===== config.mk =====
export PLATFORM = sky130hd
export DESIGN_NAME = i2s_stream_receiver
export DESIGN_NICKNAME = d
export VERILOG_FILES = /design/src/rtl/i2s_pkg.sv /design/src/rtl/i2s_stream_receiver_if.sv /design/src/rtl/i2s_pair_fifo.sv /design/src/rtl/i2s_stream_receiver.sv
export SDC_FILE = /design/constraint.sdc
export NUM_CORES = 1
export LEC_CHECK = 0
export ABC_AREA = 1
export CAP_MARGIN = 5
export CORE_ASPECT_RATIO = 1.4
export CORE_MARGIN = 2
export CORE_UTILIZATION = 55
export CTS_CLUSTER_SIZE = 40
export DETAILED_ROUTE_END_ITERATION = 7
export GPL_TIMING_DRIVEN = 0
export PLACE_DENSITY = 0.81
export SYNTH_ARGS = -nofsm -noshare
export SYNTH_HDL_FRONTEND = slang
export SYNTH_SLANG_ARGS = --single-unit

===== constraint.sdc =====
create_clock -name clk -period 11 [get_ports clk]
set_input_delay 3.3 -clock clk [delete_from_list [all_inputs] [get_ports clk]]
set_output_delay 3.3 -clock clk [all_outputs]
set_load 0.005 [all_outputs]

===== src/rtl/i2s_pkg.sv =====
// rtl/i2s_pkg.sv - shared I2S constants, channel type and clog2 helper
// Used by the receiver, and intended for i2s_controller and the transmitters.
package i2s_pkg;

    localparam int MODE_I2S = 0;    // Philips I2S: MSB one sck after the ws edge
    localparam int MODE_LJ  = 1;    // left-justified: MSB on the ws edge

    typedef enum logic {
        CH_LEFT  = 1'b0,
        CH_RIGHT = 1'b1
    } i2s_channel_e;

    // Ceiling log2; clog2(1) = 0.
    function automatic int clog2(input int value);
        int result;
        result = 0;
        for (int i = 0; i < 31; i++) begin
            if ((1 << i) < value) begin
                result = i + 1;
            end
        end
        return result;
    endfunction

endpackage


===== src/rtl/i2s_stream_receiver_if.sv =====
// rtl/i2s_stream_receiver_if.sv - valid/ready stream bundle for FIFO head entries
// Signals: valid (entry present), ready (consumer takes it), data (entry payload).
// master: the producer (FIFO read side); slave: the consumer.
interface i2s_stream_receiver_if #(
    parameter int WIDTH = 48
);
    logic             valid;
    logic             ready;
    logic [WIDTH-1:0] data;

    modport master (output valid, output data, input ready);
    modport slave  (input valid, input data, output ready);
endinterface


===== src/rtl/i2s_pair_fifo.sv =====
// rtl/i2s_pair_fifo.sv - stereo-pair FIFO with drop-on-full and registered head
// Ports: clk, reset (async, active-high), push/push_data (write side),
//        rd (stream master: head entry, valid, ready), level (occupancy),
//        drop (pulse: push refused because full with no simultaneous pop).
module i2s_pair_fifo
    import i2s_pkg::*;
#(
    parameter int WIDTH = 48,
    parameter int DEPTH = 4
) (
    input  logic                    clk,
    input  logic                    reset,
    input  logic                    push,
    input  logic [WIDTH-1:0]        push_data,
    i2s_stream_receiver_if.master   rd,
    output logic [clog2(DEPTH):0]   level,
    output logic                    drop
);

    localparam int AW = clog2(DEPTH);
    localparam logic [AW:0] FULL_LEVEL = (AW + 1)'(DEPTH);

    logic [WIDTH-1:0] mem [DEPTH];
    logic [AW-1:0]    wr_ptr;
    logic [AW-1:0]    rd_ptr;
    logic [AW:0]      count;
    logic             pop;
    logic             full;
    logic             do_push;

    assign pop     = rd.valid & rd.ready;
    assign full    = (count == FULL_LEVEL);
    // A pop in the same cycle frees the slot, so full only blocks a lone push.
    assign do_push = push & (~full | pop);
    assign drop    = push & full & ~pop;

    assign rd.valid = (count != '0);
    assign rd.data  = mem[rd_ptr];
    assign level    = count;

    always_ff @(posedge clk or posedge reset) begin
        if (reset) begin
            for (int i = 0; i < DEPTH; i++) begin
                mem[i] <= '0;
            end
            wr_ptr <= '0;
            rd_ptr <= '0;
            count  <= '0;
        end else begin
            if (do_push) begin
                mem[wr_ptr] <= push_data;
                wr_ptr      <= wr_ptr + 1'b1;
            end
            if (pop) begin
                rd_ptr <= rd_ptr + 1'b1;
            end
            case ({do_push, pop})
                2'b10:   count <= count + 1'b1;
                2'b01:   count <= count - 1'b1;
                default: ;
            endcase
        end
    end

endmodule


===== src/rtl/i2s_stream_receiver.sv =====
// rtl/i2s_stream_receiver.sv - I2S / left-justified serial receiver with stereo-pair FIFO
// Ports: clk, reset (async, active-high); sck/ws/sd serial input (sck synchronous to clk);
//        m_valid/m_ready/m_left/m_right pair stream; level (FIFO occupancy);
//        overflow (sticky, pair dropped) with overflow_clr (synchronous clear).
module i2s_stream_receiver
    import i2s_pkg::*;
#(
    parameter int DATA_WIDTH = 24,
    parameter int SLOT_WIDTH = 32,
    parameter int FIFO_DEPTH = 4,
    parameter int MODE       = 0
) (
    input  logic                        clk,
    input  logic                        reset,
    input  logic                        sck,
    input  logic                        ws,
    input  logic                        sd,
    output logic                        m_valid,
    input  logic                        m_ready,
    output logic [DATA_WIDTH-1:0]       m_left,
    output logic [DATA_WIDTH-1:0]       m_right,
    output logic [clog2(FIFO_DEPTH):0]  level,
    output logic                        overflow,
    input  logic                        overflow_clr
);

    localparam int PW    = clog2(SLOT_WIDTH + 1);
    localparam int DELAY = (MODE == MODE_I2S) ? 1 : 0;
    localparam logic [PW-1:0] POS_MAX   = PW'(SLOT_WIDTH);
    localparam logic [PW-1:0] POS_FIRST = PW'(DELAY);
    localparam logic [PW-1:0] POS_LAST  = PW'(DELAY + DATA_WIDTH - 1);
    localparam logic [DATA_WIDTH-1:0] MSB_MASK = {1'b1, {(DATA_WIDTH-1){1'b0}}};

    logic                  sck_q;
    logic                  ws_prev;     // ws at the previous sck rise
    logic                  ws_seen;     // ws_prev holds a real sample
    logic                  in_slot;     // a ws transition has been seen since reset
    i2s_channel_e          ch;
    logic [PW-1:0]         pos;         // rises since slot start, saturating
    logic                  done;        // current slot word already complete
    logic [DATA_WIDTH-1:0] shreg;
    logic [DATA_WIDTH-1:0] left_word;
    logic                  left_ok;     // left word of this frame is complete

    logic                  rise;
    logic                  slot_start;
    logic [PW-1:0]         cur_pos;
    logic                  cur_done;
    logic                  cap_en;
    logic                  fin_cap;
    logic                  fin_prev;
    logic [DATA_WIDTH-1:0] cap_word;
    logic [DATA_WIDTH-1:0] fin_word;
    logic                  push;
    logic                  drop;

    always_comb begin
        rise       = sck & ~sck_q;
        slot_start = rise & ws_seen & (ws != ws_prev);
        if (slot_start) begin
            cur_pos = '0;
        end else if (pos == POS_MAX) begin
            cur_pos = POS_MAX;
        end else begin
            cur_pos = pos + 1'b1;
        end
        cur_done = slot_start ? 1'b0 : done;
        cap_en   = rise & (slot_start | in_slot) & ~cur_done
                 & (DELAY == 0 || cur_pos != '0) & (cur_pos <= POS_LAST);
        // Bits are OR-ed into a word cleared at slot start, so any bits not
        // reached before the next slot start stay zero.
        cap_word = slot_start ? '0 : shreg;
        if (cap_en && sd) begin
            cap_word = cap_word | (MSB_MASK >> (cur_pos - POS_FIRST));
        end
        fin_cap  = cap_en & (cur_pos == POS_LAST);
        // Short slot: the previous word is closed out by the new slot start.
        fin_prev = slot_start & in_slot & ~done;
        fin_word = fin_prev ? shreg : cap_word;
        // fin_cap can never coincide with a slot start, so ch is the channel
        // of the finishing word in both cases.
        push     = (fin_cap | fin_prev) & (ch == CH_RIGHT) & left_ok;
    end

    always_ff @(posedge clk or posedge reset) begin
        if (reset) begin
            sck_q     <= 1'b0;
            ws_prev   <= 1'b0;
            ws_seen   <= 1'b0;
            in_slot   <= 1'b0;
            ch        <= CH_LEFT;
            pos       <= '0;
            done      <= 1'b0;
            shreg     <= '0;
            left_word <= '0;
            left_ok   <= 1'b0;
            overflow  <= 1'b0;
        end else begin
            sck_q <= sck;
            if (rise) begin
                ws_seen <= 1'b1;
                ws_prev <= ws;
                pos     <= cur_pos;
                done    <= cur_done | fin_cap;
                shreg   <= cap_word;
                if (slot_start) begin
                    in_slot <= 1'b1;
                    ch      <= i2s_channel_e'(ws);
                end
            end
            if (slot_start && !ws) begin
                left_ok <= 1'b0;
            end
            if ((fin_cap || fin_prev) && ch == CH_LEFT) begin
                left_word <= fin_word;
                left_ok   <= 1'b1;
            end else if ((fin_cap || fin_prev) && ch == CH_RIGHT) begin
                left_ok   <= 1'b0;
            end
            // A drop wins over a clear in the same cycle.
            if (drop) begin
                overflow <= 1'b1;
            end else if (overflow_clr) begin
                overflow <= 1'b0;
            end
        end
    end

    i2s_stream_receiver_if #(.WIDTH(2 * DATA_WIDTH)) head_if ();

    assign head_if.ready = m_ready;
    assign m_valid       = head_if.valid;
    assign m_left        = head_if.data[2*DATA_WIDTH-1:DATA_WIDTH];
    assign m_right       = head_if.data[DATA_WIDTH-1:0];

    i2s_pair_fifo #(
        .WIDTH (2 * DATA_WIDTH),
        .DEPTH (FIFO_DEPTH)
    ) u_fifo (
        .clk       (clk),
        .reset     (reset),
        .push      (push),
        .push_data ({left_word, fin_word}),
        .rd        (head_if.master),
        .level     (level),
        .drop      (drop)
    );

endmodule


After elaboration in Yosys (flattened, before gate mapping)
Cells that the tools add are included.
Word-level totals
  bits in registers: 261
  input bits: 7
  logic and storage cells: 95
Operators by class
  add/subtract/negate cells: 6
  magnitude comparators: 4
  eq/ne operators: 6
  shifts and indexed selects: 1
  multiplexer cells: 18
  bitwise logic cells: 29
  reduce and logical (&&, ||, !) cells: 13
Operators by type and width (number)
  192-bit bitwise mux: 1
  48-bit 2-to-1 mux: 3
  48-bit binary-select mux with 2-bit select: 1
  48-bit demux with 2-bit select: 1
  24-bit 2-to-1 mux: 3
  24-bit bitwise OR: 1
  24-bit by 6-bit >> shifter with 24-bit output, first input constant: 1
  1-bit bitwise AND: 16
  6-bit 2-to-1 mux: 2
  6-bit by 1-bit adder with 6-bit output, second input constant: 1
  6-bit by 5-bit == test with 1-bit output, second input constant: 1
  6-bit == test, second input constant: 1
  3-bit greater-or-equal comparator, second input constant: 2
  6-bit by 5-bit less-or-equal comparator with 1-bit output, second input constant: 1
  1-bit 2-to-1 mux: 6
  1-bit inverter: 6
  2-bit inverter with 3-bit output: 2
  3-bit one-hot mux with 2 select lines: 1
  3-bit nonzero test: 2
  6-bit nonzero test: 1
  6-bit by 1-bit subtractor with 6-bit output, second input constant: 1
  1-bit logical AND: 5
  2-bit by 1-bit adder with 2-bit output, second input constant: 2
  1-bit bitwise OR: 4
  11 further kinds: 12

Logic depth before layout (Yosys ltp)
  depth after elaboration: 16
  depth in mapped cells: 18
  gate-level depth less buffers: 18

Hierarchy
Synthesis repeated with hierarchy kept, for this count alone.
Unflattened totals
  cell total of the unflattened synthesis: 1591
  area, all modules: 12786.0 sq um
Modules (own cells, without submodules)
  i2s_pair_fifo: instances 1, cells an instance 1161, area each 9462.8 sq um, sequential area each 4979.8 sq um
  i2s_stream_receiver: instances 1, cells an instance 430, area each 3323.2 sq um, sequential area each 1551.5 sq um

Least setup slack after synthesis
No wires, ideal clock.
  path type: input -> register
  start point: input port sck
  end point: register u_fifo.count[2] (netlist: u_fifo.level[2])
  arrival time: 5.388 ns
  setup slack: 5.482 ns
  stages: 16
  cell sequence: nand2_2 nor2_2 nand2_4 nand3_2 nand2_1 nor2_1 nand2_2 nand3_2 nand2_4 nand3_4 ha_1 inv_1 fa_1 a21oi_1 o21ai_0 xor2_1
Between the ends
  longest elaborated chain between the ends: 15
  elaborated cells on any way between the ends: 25
RTL lines
  from (decl): line i2s_stream_receiver.sv:15  | input logic sck,
  1-bit bitwise AND (*): line i2s_stream_receiver.sv:58  | rise = sck & ~sck_q;
  branches (longest 8 deep; another with 6-bit by 5-bit less-or-equal comparator with 1-bit output)
  1-bit bitwise OR (*): line i2s_stream_receiver.sv:82  | push = (fin_cap | fin_prev) & (ch == CH_RIGHT) & left_ok;
  1-bit bitwise AND (*) (2 in a row): line i2s_stream_receiver.sv:82
  1-bit bitwise AND (*): line i2s_pair_fifo.sv:34  | assign do_push = push & (~full | pop);
  2-bit by 1-bit == test with 1-bit output / 2-bit == test (equally long branches): line i2s_pair_fifo.sv:57  | case ({do_push, pop})
  3-bit one-hot mux with 2 select lines / 2-bit nonzero test (equally long branches)
  to (signal assigned): line i2s_pair_fifo.sv:58  | 2'b10: count <= count + 1'b1;
  to (signal assigned): line i2s_pair_fifo.sv:59  | 2'b01: count <= count - 1'b1;
  to (decl): line i2s_pair_fifo.sv:26  | logic [AW:0] count;
Mark *: on every way between the ends.
A chain may end at the register's enable or synchronous reset.

Final worst setup path
  start point: register u_fifo.rd_ptr[0]
  end point: output port m_right[17]
Between the ends
  longest elaborated chain between the ends: 4
RTL lines
  from (decl): line i2s_pair_fifo.sv:25  | logic [AW-1:0] rd_ptr;
  from (signal assigned): line i2s_pair_fifo.sv:55  | rd_ptr <= rd_ptr + 1'b1;
  2-bit inverter with 3-bit output (not written as such): line i2s_pair_fifo.sv:38  | assign rd.data = mem[rd_ptr];
  48-bit binary-select mux with 2-bit select: line i2s_pair_fifo.sv:38
  48-bit 2-to-1 mux (not written as such) (2 in a row): line i2s_pair_fifo.sv:38
  to (decl): line i2s_stream_receiver.sv:21  | output logic [DATA_WIDTH-1:0] m_right,
Every way passes these cells. The select of a mux whose other input is x is not followed.

==> results.txt <==
----------------------------------------------------
[Layout]
  Net count reported at finish ... 1610
  Post-layout instance count excluding filler cells ... 1905
  Final standard cell area without fillers ... 14000 um^2
  Syn-to-layout area delta ... 15.22%
  Antenna diode count ... 0
  Fraction of layout instances using a drive strength above 1 ... 6.343%

[CTS]
  Worst-case clock buffer depth ... 3
  Clock-pin slew on the worst setup and hold paths ... 0.06 ns
  Count of hold-fix buffers inserted at cts ... 0
  Cts bufs inserted ... 25
  Clock latency on the worst-skew pair ... 0.52 ns
  Clock net sink count ... 261
  Number of H-tree levels ... 1
  Resize count post-CTS ... 0
  Clock root buffer master ... sky130_fd_sc_hd__clkbuf_16
  Post-CTS Repair Setup Buffers ... 0
  CTS tree ... built

[Logic synthesis]
  Proportion of netlist area held by the largest area contributor ... 53.76%
  Post-Synthesis Net Count ... 1522
  Sequential cell area fraction in the yosys report ... 53.76%
  Predominant post-synthesis flop cell ... sky130_fd_sc_hd__dfrtp_1
  Count of cell types in the netlist ... 31
  Biggest area contributors in the synthesized netlist ... sky130_fd_sc_hd__dfrtp_1 54%, sky130_fd_sc_hd__nand2_1 18%, sky130_fd_sc_hd__o21ai_0 8.2%
  Yosys Warn Count ... 0
  Yosys top cell by area ... sky130_fd_sc_hd__dfrtp_1
  Total of flip-flops plus latches after synthesis ... ~260
  Cell Area, Synth ... 12150 um^2
  Cell count after synthesis ... roughly 1500
  Ys async rst share ... 100.0%
  Synthesized area per cell ... around 8.1 um^2
  Number of enable flip-flop cells after synthesis ... 0

[Critical path]
  Buffers and inverters on the worst path ... 5
  Ordered cell list for the critical path ... clkbuf_1 -> inv_1 -> clkbuf_1 -> clkbuf_1 -> nor2_1 -> o22ai_1 -> clkdlybuf4s50_1
  Path type of the worst setup path ... reg2out
  Worst path required time ... 7.70 ns
  CP arrival ... ~3.4 ns
  Family with the most delay on the worst path ... buffers and inverters
  Biggest fanout along the worst timing path ... 10
  R2r setup slk ... around 8 ns
  Endpoint of the worst register-to-register path ... u_fifo.level[2]
  Critical Path Most Common Cell ... sky130_fd_sc_hd__clkbuf_1
  Crit path from ... u_fifo.rd_ptr[0]
  Crit start category ... flip-flop
  Highest-delay cell along the critical path ... sky130_fd_sc_hd__clkdlybuf4s50_1
  Crit-path max cell delay ... just under 0.6 ns
  Endpoint class of the critical path ... output port
  Critical R2R Launch ... pos[0]
  Worst reg2reg path depth ... 18

[Floorplan]
  Placement row count ... 64
  Die W ... 129.6 um
  Starting density of the core ... a little under three fifths
  Floorplan core area ... roughly 22000 um^2
  Boundary Pins ... 60
  Floorplan die height ... 179.8 um
  Die Outline Area ... around 23000 um^2

[Worst hold path]
  Origin of the worst min-delay path ... in_slot
  Kind of path behind the tightest hold check ... reg2reg
  Hold Path Depth ... 2
  Min-Delay Endpoint ... in_slot

[Global route]
  All-Layer GR Usage ... between 20% and 30%
  Fraction of met1 tracks used by global routing ... 35.37%
  Global route hottest layer ... met2
  Maximum number of pins on one net before global-route repair ... 130
  GRT Residual Overflow ... 0
  Met3 Resource Use GR ... 3.958%
  Met2 track utilization from global routing ... 49.65%
  Vias in the first global route ... 10840
  Initial antenna violation count ... 0
  Wire length of the first global-routing pass ... 53910 um

[Drt]
  Antenna-violating nets left ... 0
  Iteration-0 DRC Markers ... 1157
  DRT Wirelength ... 33040 um
  # DRC ... 0
  First-pass detailed-route iteration total ... 5
  Vias per std cell ... 5.570
  Total vias in the final route ... about 11000
  Wirelength per Cell ... around 17 um

[STA]
  Post-layout worst setup margin ... 4.319 ns
  Number of endpoints with negative hold slack in the final report ... 0
  Max Slew Vio Count ... 0
  Worst rel slew slack ... 55.60%
  Transition time of the tightest slew-check pin ... between 0.6 and 0.7 ns
  Final Setup Violations ... 0
  RSZ-0062 raised after global routing ... false
  Time the worst path needs with I/O delays and setup ... 6.681 ns
  Achievable Freq ... between 0.1 and 0.15 GHz
  Post-route clock skew ... 0.01126 ns
  Aggregate negative setup slack ... 0 ns
  Post-route fraction of the period consumed by the critical path ... ~61%

[Pwr]
  Leakage Power ... 7.137 nW
  Power after layout ... just over 3 mW
  Worst-case vdd ir drop ... 130.0 uV
  Total power divided by cell area ... 218.3 nW/um^2

[Placement]
  Detailed Place HPWL ... 23470 um
  Area post-placement ... 13170 um^2
  Setup slack at placement ... 4.584 ns
  Port buffer count ... ~60
  Instance count after placement with tap cells included ... 1865
  Placer's final routability congestion estimate ... 0.9285

[Flow run]
  Maximum Capacitance Violations ... 0

[Status]
  Outcome ... finished clean

----------------------------------------------------
==> cell type report <==
type	instances	area [um^2]
plain buffers	82	380.4
clock buffers	34	719.4
clock inverters	6	105.1
fillers	1861	7784
inverters	70	270.3
multi-input cells	1094	4974
flip-flops and latches	261	6531
well taps	297	371.6
repair buffers	61	645.6
==> registers in the layout, indices dropped and copies added (netlist names), 2 cells and up <==
signal / flops
left_word: 24
pos: 6
u_fifo.level: 3
shreg: 24
u_fifo.wr_ptr: 2
u_fifo.rd_ptr: 2
u_fifo.mem: 192
==> layout by cell type, fill, tap and decap left out <==
cell	netlist	routed
sky130_fd_sc_hd__nor2_1	134	134
sky130_fd_sc_hd__buf_6	8	8
sky130_fd_sc_hd__buf_16	0	2
sky130_fd_sc_hd__xor2_1	4	4
sky130_fd_sc_hd__nand2_4	2	2
sky130_fd_sc_hd__bufinv_16	0	3
sky130_fd_sc_hd__clkbuf_8	0	6
sky130_fd_sc_hd__clkbuf_1	64	67
sky130_fd_sc_hd__inv_8	0	1
sky130_fd_sc_hd__clkinv_1	2	2
sky130_fd_sc_hd__nand2_1	594	594
sky130_fd_sc_hd__fa_1	1	1
sky130_fd_sc_hd__nor3_1	1	1
sky130_fd_sc_hd__o22ai_1	49	49
sky130_fd_sc_hd__buf_2	7	7
sky130_fd_sc_hd__xor2_2	1	1
sky130_fd_sc_hd__dfrtp_1	261	261
sky130_fd_sc_hd__clkdlybuf4s50_1	0	59
sky130_fd_sc_hd__clkbuf_16	0	25
sky130_fd_sc_hd__o21ai_0	198	198
sky130_fd_sc_hd__xnor2_1	1	1
sky130_fd_sc_hd__o21ai_1	6	6
sky130_fd_sc_hd__nand3_4	1	1
sky130_fd_sc_hd__nand4_2	4	4
sky130_fd_sc_hd__nand3_2	18	18
sky130_fd_sc_hd__inv_2	3	3
sky130_fd_sc_hd__nor2_8	4	4
sky130_fd_sc_hd__inv_1	65	64
sky130_fd_sc_hd__buf_4	1	1
sky130_fd_sc_hd__ha_1	7	7
sky130_fd_sc_hd__nand2_2	2	2
sky130_fd_sc_hd__nand3_1	34	34
sky130_fd_sc_hd__nor2_4	2	2
sky130_fd_sc_hd__buf_1	2	2
sky130_fd_sc_hd__a21oi_1	7	7
sky130_fd_sc_hd__nand4_1	15	15
sky130_fd_sc_hd__nor2_2	9	9
sky130_fd_sc_hd__clkinv_2	0	3
==> per-stage QoR <==
stage,util (%),hold slack [ns]
after floorplan,-,0.4225
after global placement,60.19,0.4423
after detailed placement,60.48,0.4405
after CTS,64.26,0.4547
after global routing,64.26,0.4701
final,64.26,0.4551
==> power breakdown <==
group          switching, mW  internal (mW)  total, mW
clock                  0.355          0.522      0.878
sequential            0.0404           1.02       1.06
combinational          0.685          0.436       1.12
total                   1.08           1.97       3.06
==> cell usage after synthesis (2+ instances only) <==
cell type	count
sky130_fd_sc_hd__buf_6	8
sky130_fd_sc_hd__nor2_2	9
sky130_fd_sc_hd__ha_1	7
sky130_fd_sc_hd__clkbuf_1	64
sky130_fd_sc_hd__dfrtp_1	261
sky130_fd_sc_hd__buf_1	2
sky130_fd_sc_hd__inv_1	65
sky130_fd_sc_hd__nand3_2	18
sky130_fd_sc_hd__o21ai_1	6
sky130_fd_sc_hd__o22ai_1	49
sky130_fd_sc_hd__xor2_1	4
sky130_fd_sc_hd__buf_2	7
sky130_fd_sc_hd__nor2_4	2
sky130_fd_sc_hd__nand4_2	4
sky130_fd_sc_hd__nand3_1	34
sky130_fd_sc_hd__nand4_1	15
sky130_fd_sc_hd__nand2_4	2
sky130_fd_sc_hd__nand2_1	594
sky130_fd_sc_hd__a21oi_1	7
sky130_fd_sc_hd__inv_2	3
sky130_fd_sc_hd__o21ai_0	198
sky130_fd_sc_hd__nand2_2	2
sky130_fd_sc_hd__nor2_8	4
sky130_fd_sc_hd__nor2_1	134
sky130_fd_sc_hd__clkinv_1	2
==> worst register-to-register path, stage by stage (launching register included) <==
cell	delay, ns
sky130_fd_sc_hd__dfrtp_1	0.46
sky130_fd_sc_hd__inv_1	0.14
sky130_fd_sc_hd__ha_1	0.16
sky130_fd_sc_hd__nand2_1	0.05
sky130_fd_sc_hd__inv_1	0.07
sky130_fd_sc_hd__nand3_2	0.11
sky130_fd_sc_hd__nand3_2	0.19
sky130_fd_sc_hd__nand2_1	0.09
sky130_fd_sc_hd__nor2_1	0.16
sky130_fd_sc_hd__nand2_2	0.11
sky130_fd_sc_hd__nand3_2	0.12
sky130_fd_sc_hd__nand2_4	0.11
sky130_fd_sc_hd__nand3_4	0.24
sky130_fd_sc_hd__ha_1	0.20
sky130_fd_sc_hd__inv_1	0.07
sky130_fd_sc_hd__fa_1	0.37
sky130_fd_sc_hd__a21oi_1	0.15
sky130_fd_sc_hd__o21ai_0	0.12
sky130_fd_sc_hd__xor2_1	0.16
==> cell families after synthesis <==
group	share of synthesized area, %
AND/OR/NAND/NOR	28.34
adder cells (fa/ha/maj)	0.8857
AO/OA/AOI/OAI	11.22
XOR/XNOR	0.4944
buffers and inverters	5.294
flip-flops	53.76
==> metal layers <==
metal  share of wire, %  vias up
li1                   -     5015
met1                 38     5067
met2                 51      416
met3                5.7      112
met4                5.5        0
met5                  0        -
==> worst max path at each step <==
stage | endpoint | slack, ns | cells after the start
floorplan | ch | 0.52 | 1
global placement | u_fifo.mem[166] | -2.55 | 2
detailed placement | u_fifo.level[2] | 4.58 | 17
CTS | m_right[17] | 4.38 | 7
global route | m_right[17] | 4.18 | 7
finish | m_right[17] | 4.32 | 7
Power figures use the tool's default switching activity.
